File: src/rtl/regfile_wb_arbiter_if.sv
// rtl/regfile_wb_arbiter_if.sv - writeback requesters A/B and register-file write port bundle
interface regfile_wb_arbiter_if #(
    parameter int ADDR_W = 5,
    parameter int DATA_W = 32
);
    logic              a_valid;
    logic [ADDR_W-1:0] a_addr;
    logic [DATA_W-1:0] a_data;
    logic              a_ready;
    logic              b_valid;
    logic [ADDR_W-1:0] b_addr;
    logic [DATA_W-1:0] b_data;
    logic              b_ready;
    logic              write_ce;
    logic [ADDR_W-1:0] write_addr;
    logic [DATA_W-1:0] write_data;
    logic              starve_boost;

    modport slave (
        input  a_valid, a_addr, a_data, b_valid, b_addr, b_data,
        output a_ready, b_ready, write_ce, write_addr, write_data, starve_boost
    );

    modport master (
        output a_valid, a_addr, a_data, b_valid, b_addr, b_data,
        input  a_ready, b_ready, write_ce, write_addr, write_data, starve_boost
    );
endinterface

File: src/rtl/regfile_wb_arbiter.sv
// rtl/regfile_wb_arbiter.sv - fixed-priority writeback arbiter onto the register-file write port
// Optional starvation guard for the LSU requester: define WB_STARVE_GUARD_EN.
module regfile_wb_arbiter #(
    parameter int ADDR_W       = 5,
    parameter int DATA_W       = 32,
    parameter int STARVE_LIMIT = 4
) (
    input  logic                 clk,
    input  logic                 rst,
    regfile_wb_arbiter_if.slave  bus
);
    localparam int CNT_W = 4;
    localparam logic [CNT_W-1:0] LIMIT =
        (STARVE_LIMIT < 1)  ? CNT_W'(1)  :
        (STARVE_LIMIT > 15) ? CNT_W'(15) : CNT_W'(STARVE_LIMIT);

    logic              boost;
    logic              grant_a;
    logic              grant_b;
    logic              grant;
    logic [ADDR_W-1:0] win_addr;
    logic [DATA_W-1:0] win_data;

`ifdef WB_STARVE_GUARD_EN
    logic [CNT_W-1:0] starve_cnt;

    // Counts contended cycles B has lost in a row; any B grant or B going idle restarts it.
    always_ff @(posedge clk or posedge rst) begin
        if (rst) begin
            starve_cnt <= '0;
        end else if (!bus.b_valid || grant_b) begin
            starve_cnt <= '0;
        end else if (bus.a_valid && grant_a && starve_cnt != LIMIT) begin
            starve_cnt <= starve_cnt + 1'b1;
        end
    end

    assign boost = (starve_cnt == LIMIT);
`else
    // LIMIT is clamped to at least 1, so B is never boosted in this build.
    assign boost = (LIMIT == '0);
`endif

    always_comb begin
        grant_a  = 1'b0;
        grant_b  = 1'b0;
        if (!rst) begin
            if (bus.a_valid && !(bus.b_valid && boost)) begin
                grant_a = 1'b1;
            end else if (bus.b_valid) begin
                grant_b = 1'b1;
            end
        end
        grant    = grant_a || grant_b;
        win_addr = grant_b ? bus.b_addr : bus.a_addr;
        win_data = grant_b ? bus.b_data : bus.a_data;
    end

    assign bus.a_ready      = grant_a;
    assign bus.b_ready      = grant_b;
    assign bus.starve_boost = boost;

    // Register-0 writes are still granted so the requester retires, but never reach the file.
    always_ff @(posedge clk or posedge rst) begin
        if (rst) begin
            bus.write_ce   <= 1'b0;
            bus.write_addr <= '0;
            bus.write_data <= '0;
        end else begin
            bus.write_ce <= grant && (win_addr != '0);
            if (grant) begin
                bus.write_addr <= win_addr;
                bus.write_data <= win_data;
            end
        end
    end
endmodule

File: src/flat_wrapper.sv
// flat-port wrapper written by rule: the top's interface ports become plain ports
module regfile_wb_arbiter_flat 
#(
    parameter int ADDR_W       = 5,
    parameter int DATA_W       = 32,
    parameter int STARVE_LIMIT = 4
)
  (clk, rst, bus_a_valid, bus_a_addr, bus_a_data, bus_b_valid, bus_b_addr, bus_b_data, bus_a_ready, bus_b_ready, bus_write_ce, bus_write_addr, bus_write_data, bus_starve_boost);
  regfile_wb_arbiter_if #(.ADDR_W(ADDR_W), .DATA_W(DATA_W)) bus_i ();
  input  logic clk;
  input  logic rst;
  input wire logic [$bits(bus_i.a_valid)-1:0] bus_a_valid;
  input wire logic [$bits(bus_i.a_addr)-1:0] bus_a_addr;
  input wire logic [$bits(bus_i.a_data)-1:0] bus_a_data;
  input wire logic [$bits(bus_i.b_valid)-1:0] bus_b_valid;
  input wire logic [$bits(bus_i.b_addr)-1:0] bus_b_addr;
  input wire logic [$bits(bus_i.b_data)-1:0] bus_b_data;
  output wire logic [$bits(bus_i.a_ready)-1:0] bus_a_ready;
  output wire logic [$bits(bus_i.b_ready)-1:0] bus_b_ready;
  output wire logic [$bits(bus_i.write_ce)-1:0] bus_write_ce;
  output wire logic [$bits(bus_i.write_addr)-1:0] bus_write_addr;
  output wire logic [$bits(bus_i.write_data)-1:0] bus_write_data;
  output wire logic [$bits(bus_i.starve_boost)-1:0] bus_starve_boost;
  assign bus_i.a_valid = bus_a_valid;
  assign bus_i.a_addr = bus_a_addr;
  assign bus_i.a_data = bus_a_data;
  assign bus_i.b_valid = bus_b_valid;
  assign bus_i.b_addr = bus_b_addr;
  assign bus_i.b_data = bus_b_data;
  assign bus_a_ready = bus_i.a_ready;
  assign bus_b_ready = bus_i.b_ready;
  assign bus_write_ce = bus_i.write_ce;
  assign bus_write_addr = bus_i.write_addr;
  assign bus_write_data = bus_i.write_data;
  assign bus_starve_boost = bus_i.starve_boost;
  regfile_wb_arbiter #(.ADDR_W(ADDR_W), .DATA_W(DATA_W), .STARVE_LIMIT(STARVE_LIMIT)) u_core (.clk(clk), .rst(rst), .bus(bus_i));
endmodule
File: config.mk
export PLATFORM = sky130hd
export DESIGN_NAME = regfile_wb_arbiter_flat
export DESIGN_NICKNAME = d
export VERILOG_FILES = /design/src/rtl/regfile_wb_arbiter_if.sv /design/src/rtl/regfile_wb_arbiter.sv /design/src/flat_wrapper.sv
export SDC_FILE = /design/constraint.sdc
export NUM_CORES = 1
export LEC_CHECK = 0
export CELL_PAD_IN_SITES_DETAIL_PLACEMENT = 0
export CELL_PAD_IN_SITES_GLOBAL_PLACEMENT = 1
export CORE_ASPECT_RATIO = 1.25
export CORE_MARGIN = 5
export CORE_UTILIZATION = 26
export DETAILED_ROUTE_END_ITERATION = 10
export GPL_TIMING_DRIVEN = 0
export HOLD_SLACK_MARGIN = 0.1
export PLACE_DENSITY = 0.84
export SETUP_SLACK_MARGIN = 0.05
export SLEW_MARGIN = 40
export SYNTH_ARGS = -nofsm -noshare
export SYNTH_HDL_FRONTEND = slang
export SYNTH_SLANG_ARGS = --single-unit
File: constraint.sdc
create_clock -name clk -period 1.9 [get_ports clk]
set_clock_uncertainty 0.15 [all_clocks]
set_input_delay 0.475 -clock clk [delete_from_list [all_inputs] [get_ports clk]]
set_output_delay 0.475 -clock clk [all_outputs]
set_load 0.05 [all_outputs]
==> metrics <==
post-synthesis sequential element count 38; number of cell instances on the worst register-to-register path 3; cell family contributing the most delay on the critical path buffers and inverters; buffers and inverters on the worst path 1; via count of the first global-routing pass 2156; I/O Buffers 117; maximum clock insertion buffer count 2; Detail Placement HPWL 4.92 mm; post-place instance area 3180 um^2; core area 6980 um^2; wire length of the first global-routing pass 10.9 mm; RSZ-0062 raised after global routing false; result of the run finished, final reports clean; Least-Margin Pin Slew 0.523 ns; average size of a mapped cell 9.51 um^2; register area 951 um^2; startpoint types flip-flop; final hold viol count 0; launching point of the worst reg2reg path u_core.bus.write_addr[4]; portion of the post-synthesis area used by sequential elements 50.8%; First DRT Iteration DRCs 60; area leader, netlist sky130_fd_sc_hd__dfrtp_1; multi-input combinational cell area 823 um^2; critical path class reg -> out; number of remaining DRC errors 0; power per cell area 810 nW/um^2; Crit-path slowest cell sky130_fd_sc_hd__clkdlybuf4s15_1; die extent in x 85.9 um; DR WL/cell 15.9 um; placer congestion estimate 0.772; Largest stage delay, worst path 0.54 ns; final period utilization 96.7%; number of unique standard cell types used by synthesis 16; kind of end point of the critical path primary output; critical path arrival 1.21 ns; Die ar. 9010 um^2; Finish-stage setup viols 0; residual antenna-violating net count after detailed routing 0; Routed Wire Length 6.57 mm; required time of the critical path 1.27 ns; final critical path time including I/O delays and setup 1.84 ns; highest clock rate 544 MHz; Area Overhead vs Synth 74.7%; critical path peak fanout 3; largest cells by area after synthesis sky130_fd_sc_hd__dfrtp_1, sky130_fd_sc_hd__a22oi_1, sky130_fd_sc_hd__o21ai_0, sky130_fd_sc_hd__nor2b_1, sky130_fd_sc_hd__a21oi_1; leakage power of the design 0.00138 uW; total of fill cells in the finished design 730; Post-Syn Nets 275; post-route design area 3270 um^2; H-tree Lvls 2; cell count after placement 405; starting density of the core 26.8%; ANT cells 0; max cap viols 0; Synth Cell Area 1870 um^2; CTS tree yes; normalized max-slew margin 65.3%; Register-to-Register Setup Slack 0.86 ns; clk sinks 38; Placement Rows 34; number of standard cells in the final layout excluding fillers 414; layout net count 401; top-level port count 119; Num CTS Buffers 5; clock latency on the worst-skew pair 0.28 ns; max-slew violations 0; ratio of cells with drive above 1 in the final layout 10.5%; Worst VDD drop 0.335 mV; cells traversed along the worst timing path clkdlybuf4s15_1; DR vias 1991; Yosys top cell area share 50.8%; via density per instance 4.81; largest net degree at the start of global routing 26; router iterations before antenna repair 5; initial antenna violation count 0; Hold Path Class in -> async; total congestion overflow 0; worst r2r dst u_core.bus.write_addr[4]; total global-route track usage 15.0%; Ys Warns 0; root cell of the clock tree sky130_fd_sc_hd__clkbuf_8; clock transition at the registers of the reported paths 0.07 ns; number of standard cells after synthesis 197; Die Ht 105 um
Yosys cell counts:
| cell | n |
|---|---|
| sky130_fd_sc_hd__clkbuf_1 | 5 |
| sky130_fd_sc_hd__o21ai_1 | 2 |
| sky130_fd_sc_hd__o21ai_0 | 37 |
| sky130_fd_sc_hd__inv_1 | 1 |
| sky130_fd_sc_hd__o21bai_2 | 1 |
| sky130_fd_sc_hd__nand2_1 | 19 |
| sky130_fd_sc_hd__buf_6 | 1 |
| sky130_fd_sc_hd__nor2b_1 | 21 |
| sky130_fd_sc_hd__buf_4 | 8 |
| sky130_fd_sc_hd__or4_1 | 2 |
| sky130_fd_sc_hd__conb_1 | 1 |
| sky130_fd_sc_hd__dfrtp_1 | 38 |
| sky130_fd_sc_hd__and2b_1 | 1 |
| sky130_fd_sc_hd__a22oi_1 | 37 |
| sky130_fd_sc_hd__buf_2 | 4 |
| sky130_fd_sc_hd__a21oi_1 | 19 |
logic make-up (layout without fill, tap and decap cells):
group	after synthesis	count (layout)	share of synthesized area, %
other	1	1	0.200
DFF	38	38	50.8
buffers and inverters	19	146	6.08
and+or+nand+nor	43	43	12.0
AOI/OAI and AO/OA	96	96	30.9
through the flow:
stage | hold WS (ns) | utilization, % | TNS, ns | total power (uW) | setup WS [ns]
final | 0.328 | 46.9 | 0 | 2650 | 0.0620
after detailed placement | 0.320 | 45.6 | -7.78 | 2070 | -1.17
after global placement | 0.313 | 45.4 | -39.91 | 2050 | -1.17
after global routing | 0.354 | 46.9 | 0 | 2790 | 0.0263
after floorplan | 0.464 | - | 0 | 1600 | 0.0714
after CTS | 0.332 | 47.0 | 0 | 2680 | 0.0175
how the worst max path moves through the flow:
| stage | start | to | depth (start not counted) |
|---|---|---|---|
| after floorplan | bus_b_valid | bus_b_ready | 4 |
| after global placement | rst | bus_b_ready | 6 |
| after detailed placement | rst | bus_b_ready | 6 |
| after CTS | bus_a_valid | bus_b_ready | 5 |
| after global routing | u_core.bus.write_addr[4] | bus_write_addr[4] | 1 |
| final | u_core.bus.write_addr[4] | bus_write_addr[4] | 1 |
layout make-up:
type | count | share of cell area [%]
buffer | 16 | 3.40
clock buffer | 7 | 2.33
clock inverter | 1 | 0.918
inverter | 1 | 0.115
multi-input combinational | 140 | 25.2
sequential | 38 | 29.1
tap | 90 | 3.44
timing repair buffer | 121 | 35.6
sequential cells by signal, summed over array words and instances (netlist names):
register / cells
u_core.bus.write_ce: 1
u_core.bus.write_addr: 5
u_core.bus.write_data: 32
cells in the final DEF (no fill, tap or decap), drive strengths merged:
cell type / synthesis / routed
inv: 1 / 1
and2b: 1 / 1
clkdlybuf4s15: 0 / 14
dlygate4sd2: 0 / 20
o21ai: 39 / 39
or4: 2 / 2
clkdlybuf4s50: 0 / 74
a22oi: 37 / 37
conb: 1 / 1
nand2: 19 / 19
bufinv: 0 / 1
dfrtp: 38 / 38
nor2b: 21 / 21
buf: 13 / 19
clkbuf: 5 / 17
a21oi: 19 / 19
o21bai: 1 / 1
layer usage:
metal  share of wire [%]  global-route usage (%)  up-vias
met1                  40                    18.4      943
met3                 7.7                    4.65        8
met5                   0                       0        -
met2                  51                    25.6       73
li1                    -                       -      967
met4                 1.2                    3.51        0
report_power, final:
group / internal (uW) / leakage (uW) / switching (uW)
Combinational: 373 / 0.000866 / 628
Clock: 393 / 0.0000524 / 279
Sequential: 915 / 0.000467 / 61.6
Total: 1680 / 0.00138 / 969
repair_timing:
| item | CTS | global route |
|---|---|---|
| endpoints found under the hold margin | 0 | 0 |
| setup buffers | 3 | 0 |
| hold buffers | 0 | 0 |
| setup endpoints to repair | 40 | 20 |
| gates resized for setup | 67 | 28 |
(Power assumes the default switching activity.)
